===== src/rtl/femto_bus_pkg.sv =====
// Shared bus types for the simplified AHB-lite fabric.
package femto_bus_pkg;

   // Owner of the pending data phase
   typedef enum logic [1:0] {
      OWN_NONE = 2'd0,
      OWN_M0   = 2'd1,
      OWN_M1   = 2'd2
   } owner_t;

   localparam logic [1:0] HSIZE_BYTE = 2'b00;
   localparam logic [1:0] HSIZE_HALF = 2'b01;
   localparam logic [1:0] HSIZE_WORD = 2'b10;

   // Map a master index to its data-phase owner code
   function automatic owner_t owner_of(input logic m);
      return m ? OWN_M1 : OWN_M0;
   endfunction

endpackage


===== src/rtl/ahb_arb_pick.sv =====
// Two-way address-phase picker for ahb_arb.
// Policy: fixed priority (master 1 wins) by default; round-robin when
// AHB_ARB_RR_EN is defined.
module ahb_arb_pick (
   input  logic [1:0] req_i,
   input  logic       last_i,
   input  logic       lock_i,
   input  logic       gnt_q_i,
   output logic       gnt_o
);

`ifndef AHB_ARB_RR_EN
   logic unused_last;
   assign unused_last = last_i;
`endif

   // Hold the grant while locked or idle, otherwise pick among requesters
   always_comb begin
      gnt_o = gnt_q_i;
      if (!lock_i) begin
         unique case (req_i)
            2'b01:   gnt_o = 1'b0;
            2'b10:   gnt_o = 1'b1;
`ifdef AHB_ARB_RR_EN
            2'b11:   gnt_o = ~last_i;
`else
            2'b11:   gnt_o = 1'b1;
`endif
            default: gnt_o = gnt_q_i;
         endcase
      end
   end

endmodule


===== src/rtl/ahb_arb.sv =====
// Two-master to one-slave arbiter for the simplified AHB-lite bus.
// Master 0 = instruction fetch, master 1 = data.
// Optional macro AHB_ARB_RR_EN selects round-robin arbitration.
module ahb_arb
   import femto_bus_pkg::*;
#(
   parameter int AW = 32,
   parameter int DW = 32
) (
   input  logic          clk,
   input  logic          rst,
   input  logic          m0_htrans,
   input  logic [AW-1:0] m0_haddr,
   input  logic          m0_hwrite,
   input  logic [1:0]    m0_hsize,
   input  logic          m0_hprot,
   input  logic [DW-1:0] m0_hwdata,
   output logic [DW-1:0] m0_hrdata,
   output logic          m0_hready,
   output logic          m0_hresp,
   input  logic          m1_htrans,
   input  logic [AW-1:0] m1_haddr,
   input  logic          m1_hwrite,
   input  logic [1:0]    m1_hsize,
   input  logic          m1_hprot,
   input  logic [DW-1:0] m1_hwdata,
   output logic [DW-1:0] m1_hrdata,
   output logic          m1_hready,
   output logic          m1_hresp,
   output logic          s_htrans,
   output logic [AW-1:0] s_haddr,
   output logic          s_hwrite,
   output logic [1:0]    s_hsize,
   output logic          s_hprot,
   output logic [DW-1:0] s_hwdata,
   input  logic [DW-1:0] s_hrdata,
   input  logic          s_hready,
   input  logic          s_hresp
);

   logic   gnt_q, gnt_d;
   logic   last_q, last_d;
   owner_t dp_own_q, dp_own_d;
   logic   gnt;
   logic   htrans_sel;

   ahb_arb_pick u_pick (
      .req_i   ({m1_htrans, m0_htrans}),
      .last_i  (last_q),
      .lock_i  (~s_hready),
      .gnt_q_i (gnt_q),
      .gnt_o   (gnt)
   );

   // Address-phase mux from the granted master
   always_comb begin
      htrans_sel = gnt ? m1_htrans : m0_htrans;
      s_htrans   = htrans_sel & ~rst;
      s_haddr    = gnt ? m1_haddr  : m0_haddr;
      s_hwrite   = gnt ? m1_hwrite : m0_hwrite;
      s_hsize    = gnt ? m1_hsize  : m0_hsize;
      s_hprot    = gnt ? m1_hprot  : m0_hprot;
   end

   // Next-state: grant register, data-phase owner and last winner
   always_comb begin
      gnt_d    = gnt;
      dp_own_d = dp_own_q;
      last_d   = last_q;
      if (s_hready) begin
         dp_own_d = htrans_sel ? owner_of(gnt) : OWN_NONE;
         if (htrans_sel) last_d = gnt;
      end
   end

   // State registers with asynchronous clear
   always_ff @(posedge clk or posedge rst) begin
      if (rst) begin
         gnt_q    <= 1'b0;
         dp_own_q <= OWN_NONE;
         last_q   <= 1'b0;
      end else begin
         gnt_q    <= gnt_d;
         dp_own_q <= dp_own_d;
         last_q   <= last_d;
      end
   end

   // Data-phase routing and per-master handshake
   always_comb begin
      unique case (dp_own_q)
         OWN_M0:  s_hwdata = m0_hwdata;
         OWN_M1:  s_hwdata = m1_hwdata;
         default: s_hwdata = '0;
      endcase

      m0_hrdata = s_hrdata;
      m1_hrdata = s_hrdata;

      if (dp_own_q == OWN_M0 || (!gnt && m0_htrans)) m0_hready = s_hready;
      else                                            m0_hready = ~m0_htrans;
      if (dp_own_q == OWN_M1 || (gnt && m1_htrans))  m1_hready = s_hready;
      else                                            m1_hready = ~m1_htrans;

      m0_hresp = (dp_own_q == OWN_M0) ? s_hresp : 1'b0;
      m1_hresp = (dp_own_q == OWN_M1) ? s_hresp : 1'b0;

      if (rst) begin
         m0_hready = 1'b1;
         m1_hready = 1'b1;
         m0_hresp  = 1'b0;
         m1_hresp  = 1'b0;
      end
   end

endmodule

===== config.mk =====
export PLATFORM = sky130hd
export DESIGN_NAME = ahb_arb
export DESIGN_NICKNAME = d
export VERILOG_FILES = /design/src/rtl/femto_bus_pkg.sv /design/src/rtl/ahb_arb_pick.sv /design/src/rtl/ahb_arb.sv
export SDC_FILE = /design/constraint.sdc
export NUM_CORES = 1
export LEC_CHECK = 0
export ABC_AREA = 1
export BUFFER_PORTS_ARGS = -buffer_cell sky130_fd_sc_hd__buf_2
export CAP_MARGIN = 5
export CORE_AREA = 2 2 122 124
export CTS_CLUSTER_DIAMETER = 100
export CTS_CLUSTER_SIZE = 16
export DETAILED_ROUTE_END_ITERATION = 8
export DIE_AREA = 0 0 124 126
export MAX_ROUTING_LAYER = met4
export PLACE_DENSITY_LB_ADDON = 0.15
export SYNTH_ARGS = -nofsm -noshare
export SYNTH_HDL_FRONTEND = slang
export SYNTH_HIERARCHICAL = 1
export SYNTH_SLANG_ARGS = --single-unit

===== constraint.sdc =====
create_clock -name clk -period 1 [get_ports clk]
set_input_delay 0.1 -clock clk [delete_from_list [all_inputs] [get_ports clk]]
set_output_delay 0.1 -clock clk [all_outputs]
set_load 0.005 [all_outputs]

Word level (Yosys, flattened, before mapping) --
Index checks and enable logic that the tools add are counted.
Word-level totals: flip-flop bits (word level) 3, bits of input ports 174, output and inout port bits 137
Cells by class: equal/unequal tests 5, mux-type cells 18, bitwise operators 4, reduce and logical (&&, ||, !) cells 6
Operators by type and width (count):
- $pmux W32 S2 | 1
- $mux W32 | 1
- $mux W1 | 12
- $eq A2 B2 Y1 const B | 3
- $mux W2 | 3
- $eq A2 B1 Y1 const B | 2
- $not A1 Y1 | 3
- $logic_and A1 B1 Y1 | 2
- $logic_or A1 B1 Y1 | 2
- $pmux W1 S2 | 1
- $reduce_or A2 Y1 | 1
- $and A1 B1 Y1 | 1
- $logic_not A1 Y1 | 1

Logic depth before layout (Yosys ltp) --
depth in word-level cells 9, mapped depth 10, mapped depth without buffers 8

By module --
The synthesis kept the hierarchy.
By module, submodules not included:
- ahb_arb | times used 1, cells an instance 320, area each 1629.1 um^2
- ahb_arb_pick | times used 1, cells an instance 5, area each 18.8 um^2

Worst setup path before layout --
Ideal clock, no wire load.
path type reg2out, start point register dp_own_q[1], end point output port s_hwdata[0], arrival time 1.099 ns, setup slack -0.199 ns, cell stages (with the launch flop) 7, buffers on the path 2, path through dfrtp_1 -> inv_1 -> ha_1 -> buf_2 -> buf_2 -> nand2_1 -> a21oi_1
Between the ends: cells in the longest elaborated chain, start to end 2, elaborated cells between the ends (all ways) 3
Ends and longest elaborated chain:
- start: declaration | RTL line ahb_arb.sv:43 | owner_t dp_own_q, dp_own_d;
- start signal: assignment | RTL line ahb_arb.sv:84 | dp_own_q <= dp_own_d;
- $eq A2 B2 Y1 / $eq A2 B1 Y1 (equally long branches) | RTL line ahb_arb.sv:91 | unique case (dp_own_q)
- $pmux W32 S2 (*) | RTL line ahb_arb.sv:91
- end: declaration | RTL line ahb_arb.sv:35 | output logic [DW-1:0] s_hwdata,
Mark *: on every way between the ends. The rest lies on a longest branch, timed or not.

Worst setup path after layout --
start point register dp_own_q[1], end point output port s_hwdata[20]
The elaborated chain is that of the path after synthesis.

==> reports/qor.yml <==
timing:
  clock.fmax_mhz: 640
  post-route-worst-setup-slack_ps: -563
  fin_crit_sh_pct: 156
  setup_viol: 73
  slew_violations: 0
  timing_worst_slew_pin_value_ps: 182
  fin_crit_ps: 1560
  timing_hold_violations_final: 0
  grt_setup_unrepaired: "yes"
  final.setup.tns_ps: -32270
  slew-limit-headroom_pct: 87.9
  clock-skew-final_ps: 2.52
synth:
  netlist_instances: 322
  syn-mean-instance-area_sq_um: 5.02
  ys.warnings.count: 6
  synth_fp_nets: 499
  synth.cell_area_sq_mm: 0.00162
cts:
  tritoncts.num_buffers: 3
  h-tree-depth: 1
  cts.clk_slew.worst_paths_ps: 30
  insertion_delay_ps: 220
  clkSinkCount: 3
  clock-root-buffer: "clkbuf_16"
  cts-root-to-sink-buffers: 2
  cts_tree: "done"
global_route:
  met2_usage_pct: 17.4
  grt_overflow: 0
  grt_usage_pct: 9.18
  top_usage_layer: "met2"
  grt_antenna_before_repair: 0
  grt_use_met1_pct: 8.95
  global_route_wire_length_before_repair_mm: 10.8
  first_global_vias: 2274
  grtUsageMet3_pct: 2.67
  grt_max_degree: 33
setup_path:
  worst_setup_path_end_kind: "primary output"
  worst_r2r_startpoint: "gnt_q$_DFF_PP0_"
  critical_path_arrival_ps: 1460
  timing.setup.critical_path_class: "reg2out"
  critPathLaunch: "dp_own_q[1]$_DFFE_PP0P_"
  worst-path-max-fanout: 8
  critical_path.startpoint_type: "flop"
  worstPathRequired_ps: 900
finish:
  final_core_util_pct: 23.4
  final_cell_count_no_fill: 672
  syn2layout_area_growth_pct: 107
  n_antenna_cell: 0
  drive_above_1_share_pct: 71.1
  layout.nets: 666
die:
  die_x_um: 124
  die_h_um: 126
  floorplan.initialDensity_pct: 11.3
  pin_count: 311
  fp.coreArea_sq_mm: 0.0143
  dieArea_sq_mm: 0.0156
  placement_rows: 44
routing:
  final_antenna_net_count: 0
  dr.pass1.iters: 4
  wire_per_inst_um: 12.2
  drt-initial-drc-count: 54
  drt-vias-per-instance: 3.69
  drc_errors: 0
  drt_wl_total_mm: 8.17
  detailroute.via_count: 2483
pwr:
  totalPowerFinal_uw: 2860
  power.ir.vdd_worst_mv: 0.456
  leakagePower_uw: 0.00186
  powerDensity_mw_per_mm2: 855
run_status:
  failed_checks: "setup timing"
  outcome: "finished with violations"
min_path:
  min-delay-start: "s_hrdata[20]"
  hold_class: "in2out"
placement:
  hpwl_mm: 5.67
  numPortBuffers: 214
  post-place-cells: 653
  globalplace.congestion: 0.686
flow_run:
  max_cap_violations: 0
==> area by class of cell <==
class,instances,area [sq um]
multi-input cells,230,1320
clock buffers,4,78.8
repair inverters,1,16.3
flip-flops and latches,3,76.3
inverters,6,35.0
well taps,184,230
fillers,1634,11000
repair buffers,244,1590
==> flip-flops by register name, summed over array words and instances, names as in the netlist <==
| register | cells |
|---|---|
| gnt_q | 1 |
| dp_own_q | 2 |
==> where the power goes <==
group / switching [uW] / internal (uW) / total, uW / leakage, uW
combinational: 1020 / 1060 / 2080 / 0.00178
clock: 110 / 526 / 636 / 0.0000382
sequential: 11.9 / 136 / 148 / 0.0000359
total: 1140 / 1720 / 2860 / 0.00186
==> path summary, 6_finish.rpt <==
check                                          end  slack (ps)  cells past startpoint
max reg2reg                dp_own_q[1]$_DFFE_PP0P_          30                      5
min in group asynchronous  dp_own_q[0]$_DFFE_PP0P_         380                      3
min                                  m0_hrdata[20]         200                      0
min reg2reg                dp_own_q[1]$_DFFE_PP0P_         710                      3
max                                   s_hwdata[20]        -560                      6
max in group asynchronous  dp_own_q[1]$_DFFE_PP0P_         470                      3
==> routing by layer <==
metal	share of wire [%]	wire [um]	up-vias
li1	-	-	1260
met1	36	2920	1059
met2	53	4310	154
met3	11	874	10
met4	0.72	59	0
met5	0	0	-
==> metrics by stage <==
step	hold slack, ps	worst slack (ps)	instance area [sq um]
finish	200	-563	3350
global route	200	-629	3350
CTS	200	-560	3010
detailed placement	44.4	-335	2540
global placement	39.7	-317	2540
floorplan	-146	-142	1730
==> critical path, stage by stage, from the launching register on <==
cell       delay (ps)
dfrtp_2           430
inv_2              80
ha_4              230
clkbuf_16         190
nand2_1            70
a21oi_2           130
buf_2             120
==> cells in the final DEF, fill, tap and decap left out <==
cell type        n
a21oi_1         19
a21oi_2         14
buf_12           7
buf_16           3
buf_2          208
buf_4            8
buf_6           11
buf_8            2
clkbuf_1         1
clkbuf_16        7
clkinv_8         1
dfrtp_1          2
dfrtp_2          1
dlygate4sd3_1    1
ha_1             1
ha_4             2
inv_1            3
inv_12           1
inv_2            2
nand2_1        106
nand2_2         57
nand2_4         18
nand2_8          1
nand3_1          1
nand3_2          1
nor2_1           4
nor2_2           2
o21ai_0          1
o21ai_1          2
o21ai_2          1
==> repair_timing <==
| item | 4_1_cts | 5_1_grt |
|---|---|---|
| endpoints found under the hold margin | 3 | 0 |
| hold buffers | 1 | 0 |
| gates resized for setup | 68 | 79 |
| pin swaps | 14 | 27 |
| cloned | 6 | 4 |
| endpoints found under the setup margin | 73 | 74 |
| buffers inserted | 4 | 2 |
Power figures use the tool's default switching activity.
